**config.mk**
```make
export PLATFORM = sky130hd
export DESIGN_NAME = mem_port_arbiter
export DESIGN_NICKNAME = d
export VERILOG_FILES = /design/src/rtl/mem_arb_pkg.sv /design/src/rtl/mem_port_arbiter_rr_pick.sv /design/src/rtl/mem_port_arbiter.sv
export SDC_FILE = /design/constraint.sdc
export NUM_CORES = 1
export LEC_CHECK = 0
export CORE_UTILIZATION = 47
export CTS_BUF_LIST = sky130_fd_sc_hd__clkbuf_16
export DETAILED_ROUTE_END_ITERATION = 12
export DONT_BUFFER_PORTS = 1
export PLACE_DENSITY = 0.71
export SYNTH_ARGS = -nofsm -noshare
export SYNTH_HDL_FRONTEND = slang
export SYNTH_SLANG_ARGS = --single-unit
```
**constraint.sdc**
```tcl
create_clock -name Clk -period 3.1 [get_ports Clk]
set_input_delay 0.31 -clock Clk [delete_from_list [all_inputs] [get_ports Clk]]
set_output_delay 0.31 -clock Clk [all_outputs]
set_load 0.02 [all_outputs]
```
**src/rtl/mem_arb_pkg.sv**
```systemverilog
// ============================================================================
// Module  : mem_arb_pkg
// Brief   : Shared state encoding and address helpers for the memory port arbiter.
// Revision: 1.0 - initial release
// ============================================================================
`default_nettype none

package mem_arb_pkg;

    localparam logic [1:0] ST_IDLE  = 2'd0;
    localparam logic [1:0] ST_GRANT = 2'd1;
    localparam logic [1:0] ST_BURST = 2'd2;
    localparam logic [1:0] ST_TURN  = 2'd3;

    function automatic int unsigned clog2(input int unsigned v);
        int unsigned r;
        r = 0;
        for (int unsigned i = 0; i < 32; i++) begin
            if ((32'd1 << i) < v) r = i + 1;
        end
        return r;
    endfunction

    // Byte offset bits inside a line of 32-bit words
    function automatic int unsigned line_off(input int unsigned line_words);
        return clog2(line_words) + 2;
    endfunction

    function automatic logic line_match(input logic [63:0] a, input logic [63:0] b,
                                        input int unsigned off);
        return ((a ^ b) >> off) == 64'd0;
    endfunction

endpackage

`default_nettype wire

```
**src/rtl/mem_port_arbiter_rr_pick.sv**
```systemverilog
// ============================================================================
// Module  : rr_pick
// Brief   : Combinational rotate-priority picker; search starts just after i_ptr.
// Revision: 1.0 - initial release
// ============================================================================
`default_nettype none

module rr_pick #(
    parameter int unsigned N     = 3,
    parameter int unsigned IDX_W = 2
) (
    input  logic [N-1:0]     i_req,
    input  logic [IDX_W-1:0] i_ptr,
    output logic [N-1:0]     o_gnt_oh,
    output logic [IDX_W-1:0] o_gnt_idx,
    output logic             o_valid
);

    int unsigned w_cand;

    always_comb begin
        o_gnt_oh  = '0;
        o_gnt_idx = '0;
        o_valid   = 1'b0;
        w_cand    = 0;
        for (int unsigned k = 1; k <= N; k++) begin
            w_cand = (32'(i_ptr) + k) % N;
            if (!o_valid && i_req[w_cand]) begin
                o_valid          = 1'b1;
                o_gnt_idx        = IDX_W'(w_cand);
                o_gnt_oh[w_cand] = 1'b1;
            end
        end
    end

endmodule

`default_nettype wire

```
**src/rtl/mem_port_arbiter.sv**
```systemverilog
// ============================================================================
// Module  : mem_port_arbiter
// Brief   : Grants the external memory port to one cache line-transfer client per burst.
// Revision: 1.0 - initial release
// ============================================================================
`default_nettype none

import mem_arb_pkg::*;

module mem_port_arbiter #(
    parameter int unsigned NUM_REQ    = 3,
    parameter int unsigned ADDR_W     = 32,
    parameter int unsigned LINE_WORDS = 8
) (
    input  logic                        Clk,
    input  logic                        Rst,
    input  logic [NUM_REQ-1:0]          Req,
    input  logic [NUM_REQ-1:0]          Req_RW,
    input  logic [NUM_REQ*ADDR_W-1:0]   Req_Addr,
    output logic [NUM_REQ-1:0]          Gnt,
    output logic                        Port_Start,
    output logic                        Port_RW,
    output logic [ADDR_W-1:0]           Port_Addr,
    input  logic                        Beat,
    output logic [clog2(LINE_WORDS)-1:0] Beat_Count,
    output logic                        Busy
);

    localparam int unsigned        BC_W      = clog2(LINE_WORDS);
    localparam int unsigned        LOFF      = line_off(LINE_WORDS);
    localparam int unsigned        IDX_W     = (NUM_REQ > 1) ? clog2(NUM_REQ) : 1;
    localparam logic [BC_W-1:0]    LAST_BEAT = BC_W'(LINE_WORDS - 1);
    localparam logic [ADDR_W-1:0]  LINE_MASK = {ADDR_W{1'b1}} << LOFF;

    logic [1:0]         state_q,     state_d;
    logic [NUM_REQ-1:0] gnt_q,       gnt_d;
    logic [IDX_W-1:0]   win_idx_q,   win_idx_d;
    logic [IDX_W-1:0]   rr_ptr_q,    rr_ptr_d;
    logic               port_rw_q,   port_rw_d;
    logic [ADDR_W-1:0]  port_addr_q, port_addr_d;
    logic [BC_W-1:0]    beat_cnt_q,  beat_cnt_d;

    logic [NUM_REQ-1:0] w_pick_oh;
    logic [IDX_W-1:0]   w_pick_idx;
    logic               w_pick_vld;
    logic [ADDR_W-1:0]  w_pick_addr;
    logic [NUM_REQ-1:0] w_win_oh;
    logic [IDX_W-1:0]   w_win_idx;
    logic               w_hz_found;

    rr_pick #(
        .N     (NUM_REQ),
        .IDX_W (IDX_W)
    ) u_rr_pick (
        .i_req     (Req),
        .i_ptr     (rr_ptr_q),
        .o_gnt_oh  (w_pick_oh),
        .o_gnt_idx (w_pick_idx),
        .o_valid   (w_pick_vld)
    );

    assign w_pick_addr = Req_Addr[32'(w_pick_idx)*ADDR_W +: ADDR_W];

    // A pending write-back to the same line must reach memory before a refill reads it
    always_comb begin
        w_win_oh   = w_pick_oh;
        w_win_idx  = w_pick_idx;
        w_hz_found = 1'b0;
        if (!Req_RW[w_pick_idx]) begin
            for (int unsigned i = 0; i < NUM_REQ; i++) begin
                if (!w_hz_found && Req[i] && Req_RW[i] &&
                    line_match(64'(Req_Addr[i*ADDR_W +: ADDR_W]), 64'(w_pick_addr), LOFF)) begin
                    w_hz_found = 1'b1;
                    w_win_idx  = IDX_W'(i);
                    w_win_oh   = NUM_REQ'(1) << i;
                end
            end
        end
    end

    always_comb begin
        state_d     = state_q;
        gnt_d       = gnt_q;
        win_idx_d   = win_idx_q;
        rr_ptr_d    = rr_ptr_q;
        port_rw_d   = port_rw_q;
        port_addr_d = port_addr_q;
        beat_cnt_d  = beat_cnt_q;
        case (state_q)
            ST_IDLE: begin
                if (w_pick_vld) begin
                    gnt_d       = w_win_oh;
                    win_idx_d   = w_win_idx;
                    port_rw_d   = Req_RW[w_win_idx];
                    port_addr_d = Req_Addr[32'(w_win_idx)*ADDR_W +: ADDR_W] & LINE_MASK;
                    state_d     = ST_GRANT;
                end
            end
            ST_GRANT: begin
                beat_cnt_d = '0;
                state_d    = ST_BURST;
            end
            ST_BURST: begin
                if (Beat) begin
                    if (beat_cnt_q == LAST_BEAT) begin
                        gnt_d      = '0;
                        beat_cnt_d = '0;
                        rr_ptr_d   = win_idx_q;
                        state_d    = ST_TURN;
                    end else begin
                        beat_cnt_d = beat_cnt_q + 1'b1;
                    end
                end
            end
            default: state_d = ST_IDLE;
        endcase
    end

    always_ff @(posedge Clk) begin
        if (Rst) begin
            state_q     <= ST_IDLE;
            gnt_q       <= '0;
            win_idx_q   <= '0;
            rr_ptr_q    <= IDX_W'(NUM_REQ - 1);
            port_rw_q   <= 1'b0;
            port_addr_q <= '0;
            beat_cnt_q  <= '0;
        end else begin
            state_q     <= state_d;
            gnt_q       <= gnt_d;
            win_idx_q   <= win_idx_d;
            rr_ptr_q    <= rr_ptr_d;
            port_rw_q   <= port_rw_d;
            port_addr_q <= port_addr_d;
            beat_cnt_q  <= beat_cnt_d;
        end
    end

    assign Gnt        = gnt_q;
    assign Port_Start = (state_q == ST_GRANT);
    assign Port_RW    = port_rw_q;
    assign Port_Addr  = port_addr_q;
    assign Beat_Count = beat_cnt_q;
    assign Busy       = (state_q != ST_IDLE);

endmodule

`default_nettype wire
```
[Word-level counts from Yosys, hierarchy flattened]
Index checks and enable logic that the tools add are counted.
Storage, ports and cells
  flip-flop bits (word level): 40
  input bits: 105
  output and inout bits: 41
  logic and storage cells: 112
Operators by class
  add/subtract/negate cells: 4
  div/mod/pow operators: 3
  magnitude comparators: 8
  equality and inequality tests: 6
  shifts and indexed selects: 2
  mux-type cells: 48
  bitwise operators: 5
  reductions and logical operators: 29
Operators by type and width (count)
  64-bit logical NOT: 3
  96-bit by 8-bit indexed part select with 32-bit output: 2
  32-bit by 1-bit greater-or-equal comparator with 1-bit output, second input constant: 3
  32-bit by 3-bit < comparator with 1-bit output, second input constant: 3
  32-bit by 2-bit remainder unit with 32-bit output, second input constant: 3
  32-bit XOR: 3
  3-bit 2-to-1 mux: 12
  2-bit 2-to-1 mux: 10
  1-bit 2-to-1 mux: 15
  1-bit logical AND: 13
  3-bit one-hot mux with 2 select lines: 2
  1-bit binary-select mux with 2-bit select: 5
  2-bit by 2-bit adder with 3-bit output, second input constant: 2
  1-bit demux with 2-bit select: 3
  2-bit by 3-bit < comparator with 1-bit output, second input constant: 2
  3-bit bitwise OR: 2
  2-bit one-hot mux with 3 select lines: 1
  3-bit AND reduction: 2
  2-bit nonzero test: 3
  1-bit logical NOT: 4
  2-bit != test, second input constant: 2
  2-bit AND reduction: 2
  4-bit AND reduction: 1
  2-bit by 1-bit adder with 3-bit output, second input constant: 1
  other kinds (6): 6

[Depth between registers and ports, before layout]
  depth after elaboration: 31
  mapped depth: 15
  gate-level depth less buffers: 12

[Modules after synthesis]
A second synthesis with hierarchy kept.
Unflattened totals
  cells, all modules: 703
  area, all modules: 5505.3 um^2
Modules (own cells, without submodules)
  mem_port_arbiter: times used 1, cells an instance 663, area an instance 5223.8 um^2, sequential area each 800.8 um^2
  rr_pick: times used 1, cells an instance 40, area an instance 281.5 um^2, sequential area each 0.0 um^2

[Worst setup path before layout]
No wires, ideal clock.
  kind: reg-to-reg
  from: register rr_ptr_q[0]
  to: register port_addr_q[11], in the netlist Port_Addr[11]
  library setup time: 0.124 ns
  data arrival time: 3.299 ns
  data required time: 2.976 ns
  path slack: -0.323 ns
  stages on the path, launching flop included: 16
  buffers on the path: 3
  period minus slack after synthesis: 3.423 ns
  path through: dfxtp_1 > inv_1 > ha_1 > buf_2 > nand3b_2 > o21ai_0 > or2_1 > nor2_1 > mux2i_1 > o21ai_2 > nor3_1 > a221o_1 > buf_4 > buf_2 > mux2i_1 > o211ai_2
Between the ends
  cells in the longest elaborated chain, start to end: 30
  elaborated cells on any way between the ends: 50
  those cells by class: add/sub (3); div (3); shift (2); mux (22); bitwise (3); reduce/logical (17)
Ends and longest elaborated chain
  start, declared: RTL line mem_port_arbiter.sv:38  | logic [IDX_W-1:0] rr_ptr_q, rr_ptr_d;
  start signal, assigned: RTL line mem_port_arbiter.sv:124  | rr_ptr_q <= IDX_W'(NUM_REQ - 1);
  start signal, assigned: RTL line mem_port_arbiter.sv:132  | rr_ptr_q <= rr_ptr_d;
  2-bit by 1-bit adder with 3-bit output: RTL line mem_port_arbiter_rr_pick.sv:27  | w_cand = (32'(i_ptr) + k) % N;
  32-bit by 2-bit remainder unit with 32-bit output: RTL line mem_port_arbiter_rr_pick.sv:27
  1-bit binary-select mux with 2-bit select: RTL line mem_port_arbiter_rr_pick.sv:28  | if (!o_valid && i_req[w_cand]) begin
  1-bit 2-to-1 mux (implied by the code): RTL line mem_port_arbiter_rr_pick.sv:28
  1-bit 2-to-1 mux: RTL line mem_port_arbiter_rr_pick.sv:28
  1-bit logical NOT: RTL line mem_port_arbiter_rr_pick.sv:28
  1-bit logical AND: RTL line mem_port_arbiter_rr_pick.sv:28
  1-bit 2-to-1 mux: RTL line mem_port_arbiter_rr_pick.sv:28
  [... 10 more ...]
  1-bit logical AND (3 in a row): RTL line mem_port_arbiter.sv:71  | if (!w_hz_found && Req[i] && Req_RW[i] &&
  1-bit 2-to-1 mux: RTL line mem_port_arbiter.sv:71
  1-bit 2-to-1 mux: RTL line mem_port_arbiter.sv:69  | if (!Req_RW[w_pick_idx]) begin
  1-bit logical NOT: RTL line mem_port_arbiter.sv:71
  1-bit logical AND (3 in a row): RTL line mem_port_arbiter.sv:71
  2-bit 2-to-1 mux: RTL line mem_port_arbiter.sv:71
  2-bit 2-to-1 mux: RTL line mem_port_arbiter.sv:69
  96-bit by 8-bit indexed part select with 32-bit output: RTL line mem_port_arbiter.sv:95  | port_addr_d = Req_Addr[32'(w_win_idx)*ADDR_W +: ADDR_W] & LINE_MASK;
  end signal, assigned: RTL line mem_port_arbiter.sv:134  | port_addr_q <= port_addr_d;
  end, declared: RTL line mem_port_arbiter.sv:40  | logic [ADDR_W-1:0] port_addr_q, port_addr_d;
Several ways; a longest one is shown, not always the timed one. The select of a mux whose other input is x is not followed.
A chain may end at the register's enable or synchronous reset.

[Final worst setup path]
  from: register rr_ptr_q[0]
  to: register port_addr_q[25], in the netlist Port_Addr[25]
Same word-level chain as after synthesis.

==> insert_results.sql <==
INSERT INTO impl_metrics (metric_group, metric, value, unit) VALUES
('pwr', 'proportion_of_power_drawn_by_the_clock_network', '23.3', '%'),
('detailed_routing', 'route.detailed.wl_per_inst', '23.3', 'um'),
('final_layout', 'seq_area', '808', 'sq um'),
('timing', 'fin_tns_setup', '-8900', 'ps'),
('worst_setup_path', 'required', '3260', 'ps'),
('timing', 'worst-slew-pin-transition', '520', 'ps'),
('global_route', 'grt_start_max_net_pins', '28', ''),
('status', 'run_status', 'complete, but fails checks', ''),
('timing', 'worst_clock_skew', '3.52', 'ps'),
('synth', 'post-synth-top-area-cell', 'sky130_fd_sc_hd__dfxtp_1', ''),
('timing', 'final.setup.worst_slack', '-385', 'ps'),
('worst_setup_path', 'critical_path.max_fanout', '8', ''),
('cts', 'clk-insertion-delay-late', '290', 'ps'),
('pwr', 'maximum_vdd_drop', '0.282', 'mV'),
('synth', 'synth_largest_type_area_fraction', '18.9', '%'),
('place', 'gp_congestion', '0.953', ''),
('worst_hold_path', 'worstHoldPathType', 'in -> reg', ''),
('cts', 'tritoncts', 'built', ''),
('cts', 'cts_sinks', '40', ''),
('cts', 'clk_transition_reported_paths', '70', 'ps'),
('synth', 'postSynthRegisterBits', '40', ''),
('timing', 'rel_slew_slack', '65.0', '%'),
('timing', 'min_period', '3480', 'ps'),
('timing', 'finalHoldWorstSlack', '79.3', 'ps'),
('pwr', 'p_leak', '2.15', 'nW'),
('cts', 'numCtsBuffers', '5', ''),
('synth', 'yosysSeqAreaShare', '18.9', '%'),
('detailed_routing', 'via_per_inst', '6.67', ''),
('floorplanning', 'floorplan.initialDensity', '48.6', '%'),
('synth', 'synth-edff-count', '0', ''),
('pwr', 'power.share.switching', '42.7', '%'),
('synth', 'synthesis.area', '4240', 'sq um'),
('pwr', 'power_density_over_the_cells', '487', 'nW/um^2'),
('cts', 'cts_root_buf', 'sky130_fd_sc_hd__clkbuf_16', ''),
('cts', 'max-clock-path-buffers', '2', ''),
('worst_setup_path', 'criticalPathCategory', 'reg -> reg', ''),
('timing', 'max_slew_vio_count', '0', ''),
('detailed_routing', 'antenna_left', '0', ''),
('status', 'violations', 'negative setup slack', ''),
('worst_hold_path', 'hold-path-cell-count', '1', ''),
('worst_setup_path', 'critPathArrivalTime', '3650', 'ps'),
('detailed_routing', 'drtPass1Iterations', '5', ''),
('synth', 'yosys.cell_types.count', '71', ''),
('detailed_routing', 'total_wire_length', '16.4', 'mm'),
('floorplanning', 'die_area', '9400', 'sq um'),
('synth', 'biggest_area_contributors_in_the_synthesized_netlist', 'sky130_fd_sc_hd__dfxtp_1 (19%), sky130_fd_sc_hd__mux2i_1 (8.3%), sky130_fd_sc_hd__o211ai_2 (5.6%)', ''),
('global_route', 'via_count_of_the_first_global_routing_pass', '4553', ''),
('timing', 'rsz_0062_raised_after_global_routing', 'yes', ''),
('global_route', 'initial_antenna_violation_count', '0', ''),
('timing', 'final-setup-viol-count', '30', ''),
('cts', 'cts_hold_buf', '0', ''),
('global_route', 'globalRouteOverflowTotal', '0', ''),
('synth', 'ys.warnings.count', '0', ''),
('global_route', 'groute.usage.overall', '33.0', '%'),
('timing', 'max_clock_freq', '287', 'MHz'),
('final_layout', 'areaGrowthSynthToFinish', '23.6', '%'),
('final_layout', 'multi_input_comb_area', '3360', 'sq um'),
('floorplanning', 'std_cell_rows', '34', ''),
('pwr', 'p_seq_share', '35.2', '%'),
('cts', 'htree_levels', '2', ''),
('place', 'count_of_buffers_inserted_at_the_top_level_ports', '0', ''),
('floorplanning', 'core-area', '8720', 'sq um'),
('floorplanning', 'vertical_die_dimension', '96.9', 'um'),
('final_layout', 'final.fill_count', '768', ''),
('detailed_routing', 'drc', '0', ''),
('synth', 'synth-main-ff-cell', 'sky130_fd_sc_hd__dfxtp_1', ''),
('synth', 'post_synth.cell_area_avg', '7.79', 'sq um'),
('floorplanning', 'io_pins', '146', ''),
('global_route', 'grt_first_pass_wirelength', '24.7', 'mm'),
('final_layout', 'proportion_of_layout_cells_with_a_drive_suffix_above_1', '24.1', '%'),
('final_layout', 'insertedDiodeCount', '0', '');
stage by stage:
step           utilization, %  instances  area (sq um)  total power (W)
6_report                 60.1        701          5240          0.00255
5_1_grt                  60.1        701          5240          0.00265
4_1_cts                  57.4        692          5000          0.00244
3_5_place_dp             54.3        679          4730          0.00183
3_3_place_gp             54.3        679          4730          0.00180
2_1_floorplan               -        548          4350          0.00161
registers in the layout, indices dropped and copies added, names as in the netlist:
signal / count
win_idx_q: 2
Gnt: 3
Port_RW: 1
state_q: 2
rr_ptr_q: 2
Beat_Count: 3
Port_Addr: 27
power by group through the flow:
stage	registers, W	clock network (W)	logic, W
after floorplan	0.000882	0	0.000725
after global placement	0.000906	0	0.000893
after detailed placement	0.000909	0	0.000924
after CTS	0.000899	0.000589	0.000950
after global routing	0.000912	0.000614	0.00113
final	0.000899	0.000594	0.00106
cell type report:
type / count / share of cell area (%)
repair buffers: 65 / 11.6
clock buffers: 6 / 2.87
inverters: 43 / 3.08
flip-flops and latches: 40 / 15.4
multi-input cells: 437 / 64.2
well taps: 108 / 2.58
clock inverters: 2 / 0.311
final timing paths:
check / startpoint / to / slack [ps]
setup / recovery: rr_ptr_q[0] / Port_Addr[25] / -380
hold / removal: Rst / win_idx_q[1] / 80
setup reg to reg: rr_ptr_q[0] / Port_Addr[25] / -380
hold reg to reg: win_idx_q[1] / win_idx_q[1] / 490
metal layers:
metal,vias up,track usage (%),wire length (um)
li1,2116,-,-
met1,2256,42.5,6610
met2,273,54.8,7650
met3,32,7.30,1690
met4,0,9.76,412
met5,-,0,0
timing repair:
item | 4_1_cts | 5_1_grt
setup endpoints to repair | 32 | 33
gates cloned | 0 | 2
resized for setup | 14 | 23
buffers inserted | 5 | 7
pin swaps | 3 | 6
synth_stat cells (4+ instances only):
| master | n |
|---|---|
| sky130_fd_sc_hd__nand2_1 | 47 |
| sky130_fd_sc_hd__inv_1 | 43 |
| sky130_fd_sc_hd__dfxtp_1 | 40 |
| sky130_fd_sc_hd__mux2i_1 | 35 |
| sky130_fd_sc_hd__nand4_1 | 34 |
| sky130_fd_sc_hd__nor2b_1 | 29 |
| sky130_fd_sc_hd__a21oi_1 | 24 |
| sky130_fd_sc_hd__nand2b_1 | 20 |
| sky130_fd_sc_hd__nor2_1 | 20 |
| sky130_fd_sc_hd__o211ai_2 | 19 |
| sky130_fd_sc_hd__xnor2_1 | 18 |
| sky130_fd_sc_hd__xor2_1 | 18 |
| sky130_fd_sc_hd__clkbuf_1 | 13 |
| sky130_fd_sc_hd__nor4_1 | 12 |
| sky130_fd_sc_hd__o21ai_0 | 12 |
| sky130_fd_sc_hd__o211ai_1 | 11 |
| sky130_fd_sc_hd__buf_4 | 9 |
| sky130_fd_sc_hd__ha_1 | 9 |
| sky130_fd_sc_hd__nand3_1 | 9 |
| sky130_fd_sc_hd__nor3_1 | 9 |
| sky130_fd_sc_hd__o22ai_1 | 9 |
| sky130_fd_sc_hd__a211oi_1 | 6 |
| sky130_fd_sc_hd__nand3b_1 | 6 |
| sky130_fd_sc_hd__a31oi_1 | 5 |
| sky130_fd_sc_hd__a32oi_1 | 5 |
| sky130_fd_sc_hd__a2111oi_0 | 4 |
| sky130_fd_sc_hd__a22oi_1 | 4 |
| sky130_fd_sc_hd__a311oi_1 | 4 |
| sky130_fd_sc_hd__o2111ai_1 | 4 |
worst max-delay path: stages (launching register included):
cell	delay, ps
sky130_fd_sc_hd__dfxtp_4	370
sky130_fd_sc_hd__inv_2	50
sky130_fd_sc_hd__ha_4	310
sky130_fd_sc_hd__buf_4	140
sky130_fd_sc_hd__nand3b_1	120
sky130_fd_sc_hd__o211ai_1	100
sky130_fd_sc_hd__buf_4	160
sky130_fd_sc_hd__a211o_4	280
sky130_fd_sc_hd__nand2_4	120
sky130_fd_sc_hd__a221oi_2	80
sky130_fd_sc_hd__a2111o_1	460
sky130_fd_sc_hd__buf_4	170
sky130_fd_sc_hd__nor3_4	130
sky130_fd_sc_hd__a221o_2	170
sky130_fd_sc_hd__buf_12	140
sky130_fd_sc_hd__buf_4	110
sky130_fd_sc_hd__mux2i_1	280
sky130_fd_sc_hd__o211ai_1	140
cells by family (layout without fill, tap and decap cells):
group,after synthesis,after routing,synth area share [%]
flip-flops,40,40,18.9
adder cells (fa/ha/maj),9,9,2.66
other,1,5,0.0885
AND/OR/NAND/NOR,205,205,26.5
XOR/XNOR,36,36,7.44
buffers and inverters,71,116,7.71
multiplexers,38,38,9.16
AO/OA/AOI/OAI,144,144,27.5
No activity file was read; power rests on OpenSTA's default activity.
